**src/rtl/icache_lookup_ctrl_pkg.sv**
```systemverilog
// Shared geometry, bit positions and FSM encoding for the instruction-cache lookup/refill path.
package icache_lookup_ctrl_pkg;

  localparam int unsigned SetNum      = 64;
  localparam int unsigned SetBits     = 6;
  localparam int unsigned LineWords   = 4;
  localparam int unsigned TagBits     = 22;
  localparam int unsigned WordLsb     = 2;
  localparam int unsigned IdxLsb      = 4;
  localparam int unsigned TagLsb      = 10;
  localparam int unsigned TagValidBit = 31;

  typedef enum logic [2:0] {
    StIdle   = 3'd0,
    StLookup = 3'd1,
    StMiss   = 3'd2,
    StRefill = 3'd3,
    StFill   = 3'd4
  } state_e;

endpackage

```
**src/rtl/icache_refill_buf.sv**
```systemverilog
// Refill line buffer: beat counter plus line storage; line_o shows the buffer with the
// current beat already merged in.
module icache_refill_buf
  import icache_lookup_ctrl_pkg::*;
#(
  parameter int unsigned LINE_WORDS = LineWords
) (
  input  logic                    clk_i,
  input  logic                    rst_i,
  input  logic                    clear_i,
  input  logic                    beat_valid_i,
  input  logic [31:0]             beat_data_i,
  output logic [LINE_WORDS*32-1:0] line_o
);

  localparam int unsigned CntW = (LINE_WORDS > 1) ? $clog2(LINE_WORDS) : 1;

  logic [CntW-1:0]              cnt_q, cnt_d;
  logic [LINE_WORDS-1:0][31:0]  line_q, line_d;

  always_comb begin
    cnt_d  = cnt_q;
    line_d = line_q;
    if (clear_i) begin
      // Words never delivered by a short burst must read back as zero.
      cnt_d  = '0;
      line_d = '0;
    end else if (beat_valid_i) begin
      line_d[cnt_q] = beat_data_i;
      cnt_d         = (cnt_q == CntW'(LINE_WORDS - 1)) ? '0 : cnt_q + 1'b1;
    end
  end

  always_ff @(posedge clk_i or posedge rst_i) begin
    if (rst_i) begin
      cnt_q  <= '0;
      line_q <= '0;
    end else begin
      cnt_q  <= cnt_d;
      line_q <= line_d;
    end
  end

  assign line_o = line_d;

endmodule

```
**src/rtl/icache_lookup_ctrl.sv**
```systemverilog
// Direct-mapped I-cache lookup/refill controller. Define ICACHE_PERF_CNT_EN to add the
// hit_cnt/miss_cnt performance counter outputs.
module icache_lookup_ctrl
  import icache_lookup_ctrl_pkg::*;
#(
  parameter int unsigned SET_BITS   = 6,
  parameter int unsigned LINE_WORDS = 4,
  parameter int unsigned TAG_BITS   = 22
) (
  input  logic                     clk,
  input  logic                     rst,
  input  logic                     req_valid,
  input  logic [31:0]              req_addr,
  output logic                     req_ready,
  output logic                     resp_valid,
  output logic [31:0]              resp_data,
  output logic [SET_BITS-1:0]      tag_addrb,
  input  logic [31:0]              tag_doutb,
  output logic [3:0]               tag_wea,
  output logic [SET_BITS-1:0]      tag_addra,
  output logic [31:0]              tag_dina,
  output logic [SET_BITS-1:0]      data_addr,
  input  logic [LINE_WORDS*32-1:0] data_rdata,
  output logic                     data_we,
  output logic [LINE_WORDS*32-1:0] data_wdata,
  output logic                     mem_rd_req,
  output logic [31:0]              mem_rd_addr,
  input  logic                     mem_rd_ready,
  input  logic                     mem_rvalid,
  input  logic [31:0]              mem_rdata,
  input  logic                     mem_rlast
`ifdef ICACHE_PERF_CNT_EN
  ,
  output logic [31:0]              hit_cnt,
  output logic [31:0]              miss_cnt
`endif
);

  localparam int unsigned WordBits = (LINE_WORDS > 1) ? $clog2(LINE_WORDS) : 1;
  localparam int unsigned LineIdx  = WordLsb + WordBits;
  localparam int unsigned TagIdx   = LineIdx + SET_BITS;

  state_e                      state_q, state_d;
  logic [31:0]                 cap_addr_q;
  logic [SET_BITS-1:0]         cap_index;
  logic [TAG_BITS-1:0]         cap_tag;
  logic [WordBits-1:0]         cap_word;
  logic                        accept;
  logic                        hit;
  logic                        buf_clear;
  logic                        beat_valid;
  logic [LINE_WORDS*32-1:0]    buf_line_flat;
  logic [LINE_WORDS-1:0][31:0] buf_line;
  logic [LINE_WORDS-1:0][31:0] rd_line;
  logic                        unused_bits;

  assign cap_index = cap_addr_q[TagIdx-1:LineIdx];
  assign cap_tag   = cap_addr_q[TagIdx+TAG_BITS-1:TagIdx];
  assign cap_word  = cap_addr_q[LineIdx-1:WordLsb];
  assign rd_line   = data_rdata;
  assign buf_line  = buf_line_flat;
  assign accept    = req_valid & req_ready;
  assign hit       = tag_doutb[TagValidBit] & (tag_doutb[TAG_BITS-1:0] == cap_tag);

  assign unused_bits = ^{cap_addr_q[WordLsb-1:0], tag_doutb[TagValidBit-1:TAG_BITS]};

  // RAM read ports follow the incoming request so the registered tag is ready next cycle.
  assign tag_addrb = req_ready ? req_addr[TagIdx-1:LineIdx] : cap_index;
  assign data_addr = tag_addrb;

  always_comb begin
    state_d     = state_q;
    req_ready   = 1'b0;
    resp_valid  = 1'b0;
    resp_data   = '0;
    tag_wea     = '0;
    tag_addra   = '0;
    tag_dina    = '0;
    data_we     = 1'b0;
    data_wdata  = '0;
    mem_rd_req  = 1'b0;
    mem_rd_addr = '0;
    buf_clear   = 1'b0;
    beat_valid  = 1'b0;
    unique case (state_q)
      StIdle: begin
        req_ready = 1'b1;
        if (req_valid) state_d = StLookup;
      end
      StLookup: begin
        if (hit) begin
          resp_valid = 1'b1;
          resp_data  = rd_line[cap_word];
          req_ready  = 1'b1;
          state_d    = req_valid ? StLookup : StIdle;
        end else begin
          state_d = StMiss;
        end
      end
      StMiss: begin
        mem_rd_req  = 1'b1;
        mem_rd_addr = {cap_addr_q[31:LineIdx], {LineIdx{1'b0}}};
        if (mem_rd_ready) begin
          buf_clear = 1'b1;
          state_d   = StRefill;
        end
      end
      StRefill: begin
        beat_valid = mem_rvalid;
        if (mem_rvalid && mem_rlast) state_d = StFill;
      end
      StFill: begin
        tag_wea    = '1;
        tag_addra  = cap_index;
        tag_dina   = {1'b1, {(31 - TAG_BITS){1'b0}}, cap_tag};
        data_we    = 1'b1;
        data_wdata = buf_line_flat;
        // Critical word comes from the buffer; the data RAM is not re-read.
        resp_valid = 1'b1;
        resp_data  = buf_line[cap_word];
        state_d    = StIdle;
      end
      default: state_d = StIdle;
    endcase
  end

  always_ff @(posedge clk or posedge rst) begin
    if (rst) begin
      state_q    <= StIdle;
      cap_addr_q <= '0;
    end else begin
      state_q <= state_d;
      if (accept) cap_addr_q <= req_addr;
    end
  end

  icache_refill_buf #(
    .LINE_WORDS(LINE_WORDS)
  ) u_refill_buf (
    .clk_i       (clk),
    .rst_i       (rst),
    .clear_i     (buf_clear),
    .beat_valid_i(beat_valid),
    .beat_data_i (mem_rdata),
    .line_o      (buf_line_flat)
  );

`ifdef ICACHE_PERF_CNT_EN
  always_ff @(posedge clk or posedge rst) begin
    if (rst) begin
      hit_cnt  <= '0;
      miss_cnt <= '0;
    end else if (state_q == StLookup) begin
      if (hit) hit_cnt <= hit_cnt + 32'd1;
      else     miss_cnt <= miss_cnt + 32'd1;
    end
  end
`endif

endmodule

```
**config.mk**
```make
export PLATFORM = sky130hd
export DESIGN_NAME = icache_lookup_ctrl
export DESIGN_NICKNAME = d
export VERILOG_FILES = /design/src/rtl/icache_lookup_ctrl_pkg.sv /design/src/rtl/icache_refill_buf.sv /design/src/rtl/icache_lookup_ctrl.sv
export SDC_FILE = /design/constraint.sdc
export NUM_CORES = 1
export LEC_CHECK = 0
export ABC_CLOCK_PERIOD_IN_PS = 5750
export BUFFER_PORTS_ARGS = -buffer_cell sky130_fd_sc_hd__buf_2
export CAP_MARGIN = 20
export CORE_AREA = 2 2 185 187
export DETAILED_ROUTE_END_ITERATION = 10
export DIE_AREA = 0 0 187 189
export PLACE_DENSITY = 0.69
export REMOVE_ABC_BUFFERS = 1
export SETUP_SLACK_MARGIN = 0.05
export SYNTH_ARGS = -nofsm -noshare
export SYNTH_HDL_FRONTEND = slang
export SYNTH_SLANG_ARGS = --single-unit
export TNS_END_PERCENT = 10
```
**constraint.sdc**
```tcl
create_clock -name clk -period 5.75 [get_ports clk]
set_input_delay 0.2875 -clock clk [delete_from_list [all_inputs] [get_ports clk]]
set_output_delay 0.2875 -clock clk [all_outputs]
set_load 0.1 [all_outputs]
```
* Word level (Yosys, flattened, before mapping)
Cells that the tools add are included.
** Storage, ports and cells
- Register bits after elaboration :: 165
- Logic and storage cells :: 61
- Output and inout bits :: 250
- Input port bits :: 230
** Operators by class
- Equality and inequality tests :: 9
- Bitwise logic cells :: 2
- Add/sub/neg operators :: 1
- Magnitude comparators :: 3
- Reduce and logical (&&, ||, !) cells :: 5
- Mux-type cells :: 34
** Operators with widths (count)
- two-way mux 128 bit :: 3
- two-way mux 32 bit :: 6
- binary-select mux 32 bit (select 2 bit) :: 2
- bitwise mux 128 bit :: 1
- demux 32 bit (select 2 bit) :: 1
- one-hot mux 32 bit (2 select lines) :: 1
- equality test 22 bit :: 1
- two-way mux 6 bit :: 2
- one-hot mux 3 bit (4 select lines) :: 1
- two-way mux 3 bit :: 3
- two-way mux 2 bit :: 4
- two-way mux 1 bit :: 7
- equality test 3 x 2 -> 1 bit, second input constant :: 2
- less-than comparator 2 x 3 -> 1 bit, second input constant :: 2
- != test 2 bit, second input constant :: 3
- two-way mux 4 bit :: 1
- one-hot mux 1 bit (2 select lines) :: 2
- equality test 3 x 1 -> 1 bit, second input constant :: 1
- equality test 3 bit, second input constant :: 1
- logical NOT 3 bit :: 1
- AND reduction 3 bit :: 1
- adder 2 x 1 -> 2 bit, second input constant :: 1
- AND 1 bit :: 2
- equality test 2 bit, second input constant :: 1
- 3 further kinds :: 4

* Depth between registers and ports, before layout
Gate-level depths: netlist of run 1.
- Depth after elaboration :: 10
- Gate-level depth with buffers :: 9
- Depth with buffers taken out :: 7

* Modules after synthesis
From an unflattened synthesis of run 1, not the netlist that was laid out.
** Second synthesis, totals
- Cells, all modules :: 1257
- Area total of the unflattened synthesis :: 12151.7 um2
** Modules (own cells, without submodules)
- icache_lookup_ctrl :: area an instance 6299.8 um2, times used 1, cells each 790, seq. area each 825.8 um2
- icache_refill_buf :: area an instance 5851.9 um2, times used 1, cells each 467, seq. area each 3253.1 um2

* Worst setup path after synthesis of run 1
Ideal clock, no wire load.
- Path type :: register to output
- From :: register u_refill_buf.cnt_q[0]
- To :: output resp_data[27]
- Setup slack :: 2275 ps
- Arrival :: 3187 ps
- Path buffers :: 2
- Cell stages (with the launch flop) :: 9
- Required time :: 5463 ps
- Cell sequence :: dfrtp_1 -> inv_1 -> ha_1 -> clkbuf_1 -> nand2_4 -> buf_4 -> mux2i_1 -> a221o_1 -> o22ai_1
** Between the ends
- Cells in the longest elaborated chain, start to end :: 10
- Elaborated cells on any way between the ends :: 11
- Those cells by class :: 2 x order compare; 8 x mux; 1 x reduce/logical
** Ends and longest elaborated chain
- from (decl) :: line icache_refill_buf.sv:18 : logic [CntW-1:0] cnt_q, cnt_d;
- from (signal assigned) :: line icache_refill_buf.sv:39 : cnt_q <= cnt_d;
- less-than comparator 2 x 3 -> 1 bit (implied by the code) or >= comparator 2 x 1 -> 1 bit (tied branches) :: line icache_refill_buf.sv:29 : line_d[cnt_q] = beat_data_i;
- logical AND 1 bit (implied by the code) :: line icache_refill_buf.sv:29
- two-way mux 32 bit (implied by the code) :: line icache_refill_buf.sv:29
- demux 32 bit (select 2 bit) *
- bitwise mux 128 bit * :: line icache_refill_buf.sv:29
- two-way mux 128 bit * :: line icache_refill_buf.sv:28 : end else if (beat_valid_i) begin
- two-way mux 128 bit * :: line icache_refill_buf.sv:24 : if (clear_i) begin
- binary-select mux 32 bit (select 2 bit) * :: line icache_lookup_ctrl.sv:120 : resp_data = buf_line[cap_word];
- two-way mux 32 bit (implied by the code) * :: line icache_lookup_ctrl.sv:120
- one-hot mux 32 bit (2 select lines) * :: line icache_lookup_ctrl.sv:85 : unique case (state_q)
- to (decl) :: line icache_lookup_ctrl.sv:16 : output logic [31:0] resp_data,
Every way passes the cells marked *; elsewhere a longest branch is shown, timed or not. The select of a mux whose other input is x is not followed.

* Final worst setup path of run 1
- From :: register cap_addr_q[11]
- To :: output resp_data[27]
** Between the ends
- Cells in the longest elaborated chain, start to end :: 4
** Ends and longest elaborated chain
- from (decl) :: line icache_lookup_ctrl.sv:44 : logic [31:0] cap_addr_q;
- from (signal assigned) :: line icache_lookup_ctrl.sv:133 : if (accept) cap_addr_q <= req_addr;
- equality test 22 bit :: line icache_lookup_ctrl.sv:63 : assign hit = tag_doutb[TagValidBit] & (tag_doutb[TAG_BITS-1:0] == cap_tag);
- AND 1 bit :: line icache_lookup_ctrl.sv:63
- two-way mux 32 bit :: line icache_lookup_ctrl.sv:91 : if (hit) begin
- one-hot mux 32 bit (2 select lines) :: line icache_lookup_ctrl.sv:85
No other way between the ends.

==> results of run 1 <==
cell usage after synthesis, types with 3 or more instances:
master | n | area, sq um
buf_6 | 5 | 56.3
o21ai_0 | 71 | 355
mux2i_1 | 54 | 541
clkbuf_1 | 97 | 364
nand3_1 | 78 | 390
a31oi_1 | 16 | 100
nand4_1 | 4 | 25.0
a21oi_1 | 20 | 100
nor4_1 | 4 | 25.0
ha_1 | 4 | 50.1
o21ai_1 | 11 | 55.1
a211o_1 | 7 | 61.3
buf_4 | 27 | 203
a31o_1 | 11 | 96.3
a221o_1 | 24 | 240
o22ai_2 | 29 | 363
o211ai_1 | 16 | 120
o22ai_1 | 25 | 156
xor2_1 | 18 | 158
a22o_1 | 4 | 35.0
and2_1 | 119 | 744
a221oi_1 | 23 | 201
mux4_2 | 32 | 721
dfrtp_1 | 163 | 4080
nor2_1 | 125 | 469
a211oi_1 | 6 | 45.0
nor3b_1 | 24 | 180
buf_1 | 11 | 41.3
buf_2 | 23 | 115
a31o_2 | 13 | 114
nand2b_1 | 7 | 43.8
o31ai_1 | 5 | 37.5
or4_1 | 38 | 285
and3_1 | 58 | 363
xnor2_1 | 4 | 35.0
nor2b_1 | 3 | 18.8
nand2_1 | 110 | 413
inv_1 | 39 | 146
cells in the final DEF, fill, tap and decap left out, types with 16 or more instances in the layout:
master,instances
buf_2,455
dfrtp_1,160
nor2_1,123
and2_1,118
nand2_1,109
nand3_1,78
o21ai_0,71
and3_1,58
mux2i_1,54
or4_1,37
inv_1,37
mux4_2,32
o22ai_2,29
o22ai_1,25
a221o_1,24
nor3b_1,24
a221oi_1,23
a21oi_1,20
buf_4,20
xor2_1,18
clkbuf_16,17
o211ai_1,16
a31oi_1,16
final cells by class:
class	instances	area, sq um
Tap cell	448	561
Clock buffer	20	457
Inverter	39	151
Fill cell	3372	18600
Antenna cell	2	5.00
Multi-Input combinational cell	995	6800
Timing Repair Buffer	478	2480
Sequential cell	163	4090
Clock inverter	12	120
through the flow:
stage / cells / setup WS (ns) / utilization / instance area [sq um]
6_report: 2157 / 1.56 / 0.441 / 14700
5_1_grt: 2156 / 1.34 / 0.441 / 14700
2_1_floorplan: 1197 / -3.52 / - / 11000
3_3_place_gp: 2120 / 1.89 / 0.421 / 14000
3_5_place_dp: 2121 / 1.87 / 0.422 / 14000
4_1_cts: 2154 / 1.41 / 0.440 / 14600
power groups by stage:
stage                     Clock [mW]  Combinational (mW)  Sequential [mW]
after CTS                       1.17                4.85             1.82
after detailed placement           0                4.84             1.84
after floorplan                    0                3.68             1.82
after global placement             0                4.76             1.82
final                           1.14                4.86             1.81
after global routing            1.22                5.15             1.87
flip-flops by register name (all words and copies together) (netlist names):
signal,count
u_refill_buf.line_q,128
cap_addr_q,30
state_q,3
u_refill_buf.cnt_q,2
how the worst min path moves through the flow:
stage,start,cells after the start,endpoint
3_5_place_dp,rst,2,cap_addr_q[6]$_DFFE_PP0P_
3_3_place_gp,rst,2,cap_addr_q[6]$_DFFE_PP0P_
4_1_cts,mem_rlast,2,state_q[2]$_DFFE_PP0P_
5_1_grt,mem_rlast,2,state_q[2]$_DFFE_PP0P_
2_1_floorplan,mem_rlast,1,state_q[2]$_DFFE_PP0P_
6_report,mem_rlast,2,state_q[2]$_DFFE_PP0P_
layer usage:
metal  vias up  GRT usage  routed length (um)
met5         -          0                  38
met3        87     0.0551                3690
met1      6016      0.295               17200
met2       648      0.425               21900
li1       5531          -                   -
met4         6     0.0913                1400
kinds of logic after synthesis:
logic type | Yosys count
AO/OA/AOI/OAI | 286
XOR/XNOR | 22
adder cells (fa/ha/maj) | 4
buffers and inverters | 202
flip-flops | 163
multiplexers | 87
other | 1
AND/OR/NAND/NOR | 583
critical path, cell delays in order (launching register included):
cell,delay [ns]
dfrtp_1,0.44
xor2_1,0.17
nor4_1,0.27
nand4_1,0.12
buf_4,0.34
or4_2,1.09
buf_12,0.30
o22ai_1,0.18
buf_2,0.50
==> flow_results.org, run 1 <==
** Power and ir drop
- Internal cell power :: 3.34 mW
- Pwr dens :: 533 mW/mm^2
- Of the total power, the share spent switching nets is 0.573.
- Combinational power share :: 0.622
- Of the total power, the clock network draws 0.146.
- Leakage power :: 7.46 nW
- Peak VDD IR :: 0.806 mV
- The analysis attributes to net switching a power of 4.48 mW.
- Share of total power in sequential cells :: 0.232
- Post-route total power :: 7.82 mW

** Floorplan
- Measured along the y axis, the die boundary spans 189 um.
- For this configuration, the core starts out at a cell density of 0.352.
- Standard-cell rows :: 67
- The core region is 0.0333 sq mm.
- Die Outline Area :: 0.0353 sq mm
- DIE WIDTH :: 187 um
- I/O pin total :: 480

** Route
- Pre-Repair DR Iteration Count :: 5
- After detailed routing, the number of remaining DRC violations is 0.
- Across all layers, the routed design uses 12,300 vias.
- Total wire length after detailed routing :: 44,300 um
- Wire length per cell :: 20.5 um
- Number of routed nets with antenna violations :: 0
- For this block, the initial DRC count from the detailed router was 652.
- Dividing the detail-routed via count by the number of cells gives 5.70.

** Clock network
- Buffers inserted during clock tree synthesis total 17.
- Clock root buffer master :: clkbuf_16
- Clock transition time at the flip-flop clock pins of the worst setup and hold paths :: 0.08 ns
- Clock tree sinks :: 163
- The later pin in the worst-skew pair is clocked with a latency of 0.43 ns.
- Gates resized during post-CTS repair numbered 0.
- Number of H-tree levels :: 4
- Post-CTS timing repair inserted 0 buffers for setup.
- The longest clock path from root to sink contains 2 buffers.
- Hold-fix buffer count after cts :: 1
- TritonCTS built the clock tree.

** Synth
- For this run, asynchronously set or reset flops after synthesis account for 1.00.
- For this run, the register share of the synthesized area comes to 0.348.
- The portion of synthesized area spent on multiplexers is 0.109.
- Area share of and/or/nand/nor cells after synthesis :: 0.262
- Yosys printed 0 warnings.
- The synthesized design contains 0 enable-type register cells.
- Number of distinct library cells after synthesis :: 56
- Adder-Cell Fraction of Synth Area :: 0.00427
- Main combinational cell family by area after synthesis :: simple AND/OR/NAND/NOR gates
- The share of the synthesized area in compound gates (AO/OA/AOI/OAI) is 0.181.
- Cell area after synthesis :: 0.0117 sq mm
- XOR/XNOR share of the synthesized area :: 0.0165
- Synthesis inferred 163 register bits.
- Gate count after technology mapping :: 1,348
- Mean area per synthesized cell :: 8.69 sq um
- For this run, the leading register cell type out of synthesis is dfrtp_1.

** Run
- Max-cap violations in this run came to 0.

** Timing
- The smallest clock period supported by the final layout is computed as 4.19 ns.
- Clock skew on the completed layout was measured at 0.0206 ns.
- Slew of the pin with the lowest slew margin :: 1.05 ns
- The max-slew violation total from the final report was 0.
- Unrepaired setup endpoints after global routing :: no
- For the final routed database, the setup TNS stands at 0 ns.
- Static timing analysis puts the maximum clock frequency at 238 MHz.
- Across all hold checks on the routed design, the worst slack comes to 0.124 ns.
- Setup violations remaining at the end of the flow were counted as 0.
- Final count of hold timing violations :: 0
- Max transition margin :: 0.298
- Dividing the final minimum period by the clock period gives 0.729.

** Critical path
- Critical path capture point type :: output pin
- In this run the worst setup path begins at cap_addr_q[11]$_DFFE_PP0P_.
- The critical path ends at resp_data[27].
- Reg-to-reg endpoint :: u_refill_buf.line_q[96]$_DFF_PP0_
- Reg-to-Reg Start :: state_q[0]$_DFFE_PP0P_
- STA classifies the critical path startpoint as a flip-flop.
- Critical-path maximum fanout :: 75
- Measured in cells, the most critical reg-to-reg path has a length of 5.
- Setup slack on the worst reg-to-reg path comes out at 3.08 ns.
- By startpoint and endpoint, the worst setup path is classified as reg -> out.
- Data arrives at the worst endpoint at 3.91 ns.
- At the worst endpoint, the required time is 5.46 ns.

** Finish
- Share of layout cells above drive strength 1 :: 0.354
- From synthesis to final layout, the design area changed by 25.2%.
- The final layout contains 1,928 nets.

** Global routing
- Overall routing resource usage :: 0.244
- Congestion Overflow GR :: 0
- The first global-routing pass estimated 68,300 um of wire.
- The initial antenna violation count was 5.
- Maximum number of pins on one net before global-route repair :: 84
- Vias in the first global route :: 12,100

** Outcome
- Run status :: finished, final reports clean

** Placement
- Number of port buffers :: 455
- The congestion estimate from routability-driven global placement came to 0.847.
- Hpwl dp :: 30,500 um

** Worst hold path
- HP Class :: in -> reg
Power figures use the tool's default switching activity.
==> run 2: changes to the inputs <==
--- a/config.mk
+++ b/config.mk
@@ -5,7 +5,7 @@
 export SDC_FILE = /design/constraint.sdc
 export NUM_CORES = 1
 export LEC_CHECK = 0
-export ABC_CLOCK_PERIOD_IN_PS = 5750
+export ABC_CLOCK_PERIOD_IN_PS = 3900
 export BUFFER_PORTS_ARGS = -buffer_cell sky130_fd_sc_hd__buf_2
 export CAP_MARGIN = 20
 export CORE_AREA = 2 2 185 187
==> constraint.sdc (replaced) <==
create_clock -name clk -period 3.9 [get_ports clk]
set_input_delay 0.195 -clock clk [delete_from_list [all_inputs] [get_ports clk]]
set_output_delay 0.195 -clock clk [all_outputs]
set_load 0.1 [all_outputs]
==> flow_results.org, run 2 (same netlist as run 1, synthesis figures left out) <==
** Route
- Total wire length after detailed routing :: 44,700 um
- Using the TritonRoute via totals, the vias-per-cell ratio works out to 5.64.
- Dividing the detail-routed wire length by the instance count gives 20.7 um.
- The first TritonRoute pass finished after 7 iterations.
- Residual DRC :: 0
- DRC violation total after the first TritonRoute iteration :: 927
- Number of routed nets with antenna violations :: 0
- The detailed router placed 12,200 vias in this run.

** Clock network
- The number of clock buffers added by TritonCTS is 17.
- Number of post-CTS setup repair buffers :: 0
- CTS tree :: done
- The H-tree was split into 4 levels.
- Clock latency reported for the late side of the worst-skew pair :: 0.44 ns
- Maximum number of buffers from clock root to sink :: 2
- Clock tree sinks :: 163
- The tree is rooted in a clkbuf_16.
- Clock-pin slew was measured on the worst setup and hold paths at 0.07 ns.

** Global routing
- The first global-routing pass estimated 68,400 um of wire.
- For this run, the total global-route usage over all layers was measured as 0.246.
- Maximum number of pins on one net before global-route repair :: 97
- The number of global-route vias before repair is 12,100.
- The initial antenna violation count is 5.
- For this run the aggregate overflow at the end of global routing stands at 0.

** Timing
- After layout, the minimum clock period comes to 3.61 ns.
- For the pin with the worst max-slew slack, the measured transition is 1.06 ns.
- Summed over all failing endpoints, the final setup total negative slack is 0 ns.
- Clock skew on the completed layout was measured at 0.0127 ns.
- Of the available clock period, the critical path in the final layout requires 0.927.
- Max transition margin :: 0.294
- Worst Hold Slack :: 0.0785 ns
- Fin. max-slew vios :: 0
- Final count of hold timing violations :: 0
- Unrepaired setup endpoints after global routing :: no
- Achievable frequency :: 277 MHz
- Number of setup violations in the final report :: 0

** Worst hold path
- HP Class :: in -> reg

** Finish
- Number of fill cells :: 3,279
- The register with the most flip-flops in the layout has 128 of them.
- The largest registers in the layout are u_refill_buf.line_q (128), cap_addr_q (30), state_q (3).
- Area growth, synth to finish :: 27.8%
- Most frequent cells in the layout :: buf_2 (440), dfrtp_1 (160), nor2_1 (123)
- Measured on the finished design, the core utilization comes to 0.450.
- Summing all non-filler instances in the final layout gives an area of 0.0150 sq mm.
- Leaving out filler cells and counting taps, the final layout contains 2,164.
- u_refill_buf.line_q holds more flip-flops than any other register.
- Count of nets after finishing :: 1,935
- Leaving out fill and tap cells, the most frequent cell in the layout is buf_2.
- Of the cells placed in the final design, the portion with a size suffix greater than 1 is 0.357.

** Floorplan
- The die is 187 um wide.
- In this run the count of I/O pins placed on the die edge is 480.
- Placeable core region :: 0.0333 sq mm
- Standard-cell rows :: 67
- The floorplan step defined a die boundary enclosing 0.0353 sq mm.
- Starting density of the core :: 0.352
- From bottom edge to top edge, the die measures 189 um.

** Critical path
- Critical-path maximum fanout :: 33
- Cell Chain, Critical Path :: xor2_1 > nor4_1 > nand4_1 > or4_2 > buf_4 > o22ai_2 > buf_2
- Critical path capture point type :: output pin
- Max stage delay on crit path :: 0.66 ns
- Required @ worst endpoint :: 3.70 ns
- STA classifies the critical path startpoint as a flip-flop.
- Setup CP Type :: reg -> out
- Cell with the largest stage delay on the worst path :: or4_2
- Data arrival time of the worst path :: 3.42 ns

** Power and ir drop
- Power spread over the standard cell area amounts to 783 mW/mm^2.
- Leakage power :: 7.55 nW
- Peak VDD IR :: 0.948 mV

** Placement
- Final weighted congestion in routability-driven placement :: 0.828
- Hpwl dp :: 30,800 um
- Post-place instance area :: 0.0143 sq mm
- The number of placed instances, taps included, is 2,128.
- Port buffering added 455 buffers.

** Run
- The tool flagged a number of max-cap violations equal to 0.

** Outcome
- The run finished with clean final reports.
[run 2: worst paths after layout]
| path | from | end | slack [ns] | depth (start not counted) |
|---|---|---|---|---|
| max reg2reg | state_q[2]$_DFFE_PP0P_ | cap_addr_q[21]$_DFFE_PP0P_ | 1.44 | 6 |
| max in group asynchronous | rst | u_refill_buf.line_q[117]$_DFF_PP0_ | 2.52 | 4 |
| min reg2reg | u_refill_buf.line_q[68]$_DFF_PP0_ | u_refill_buf.line_q[68]$_DFF_PP0_ | 0.50 | 1 |
| min in group asynchronous | rst | cap_addr_q[6]$_DFFE_PP0P_ | 0.45 | 3 |
| min | req_addr[2] | cap_addr_q[2]$_DFFE_PP0P_ | 0.08 | 4 |
| max | cap_addr_q[29]$_DFFE_PP0P_ | resp_data[17] | 0.29 | 7 |
[run 2: power breakdown]
part	internal (mW)	switching, mW	leakage [nW]	total [mW]
Clock	1.03	0.794	0.301	1.82
Combinational	1.87	5.28	5.14	7.16
Sequential	2.20	0.543	2.11	2.74
[run 2: timing repair]
| item | 4_1_cts | 5_1_grt |
|---|---|---|
| setup endpoints to repair | 0 | 1 |
| gates resized for setup | 0 | 1 |
| endpoints found under the hold margin | 28 | 0 |
| hold buffers | 2 | 0 |
[run 2: area by class of cell]
cell class	count	area, sq um	share of cell area
Tap cell	448	561	0.0374
Sequential cell	163	4090	0.273
Timing Repair Buffer	485	2750	0.183
Clock inverter	15	193	0.0129
Clock buffer	17	425	0.0284
Antenna cell	2	5.00	0.000334
Multi-Input combinational cell	995	6800	0.455
Inverter	39	151	0.0101
[run 2: stage by stage]
step           power, mW  worst slack, ns
6_report            11.7            0.286
5_1_grt             12.3            0.202
4_1_cts             11.7            0.138
3_5_place_dp        9.87            0.634
3_3_place_gp        9.72            0.728
2_1_floorplan       8.11            -5.28
[run 2: worst max-delay path: cells and delay by family, from the launching register on]
family	cells	cell delay (ns)
AOI/OAI and AO/OA	1	0.25
xor gates and xnor gates	1	0.17
DFF	1	0.46
buffers and inverters	2	0.83
and+or+nand+nor	3	1.22
[run 2: per-layer routing]
layer,part of all wire,vias to the layer above,global-route usage
met5,0.00076,-,0
met4,0.032,6,0.0989
li1,-,5532,-
met3,0.078,82,0.0562
met2,0.50,631,0.433
met1,0.39,5960,0.290
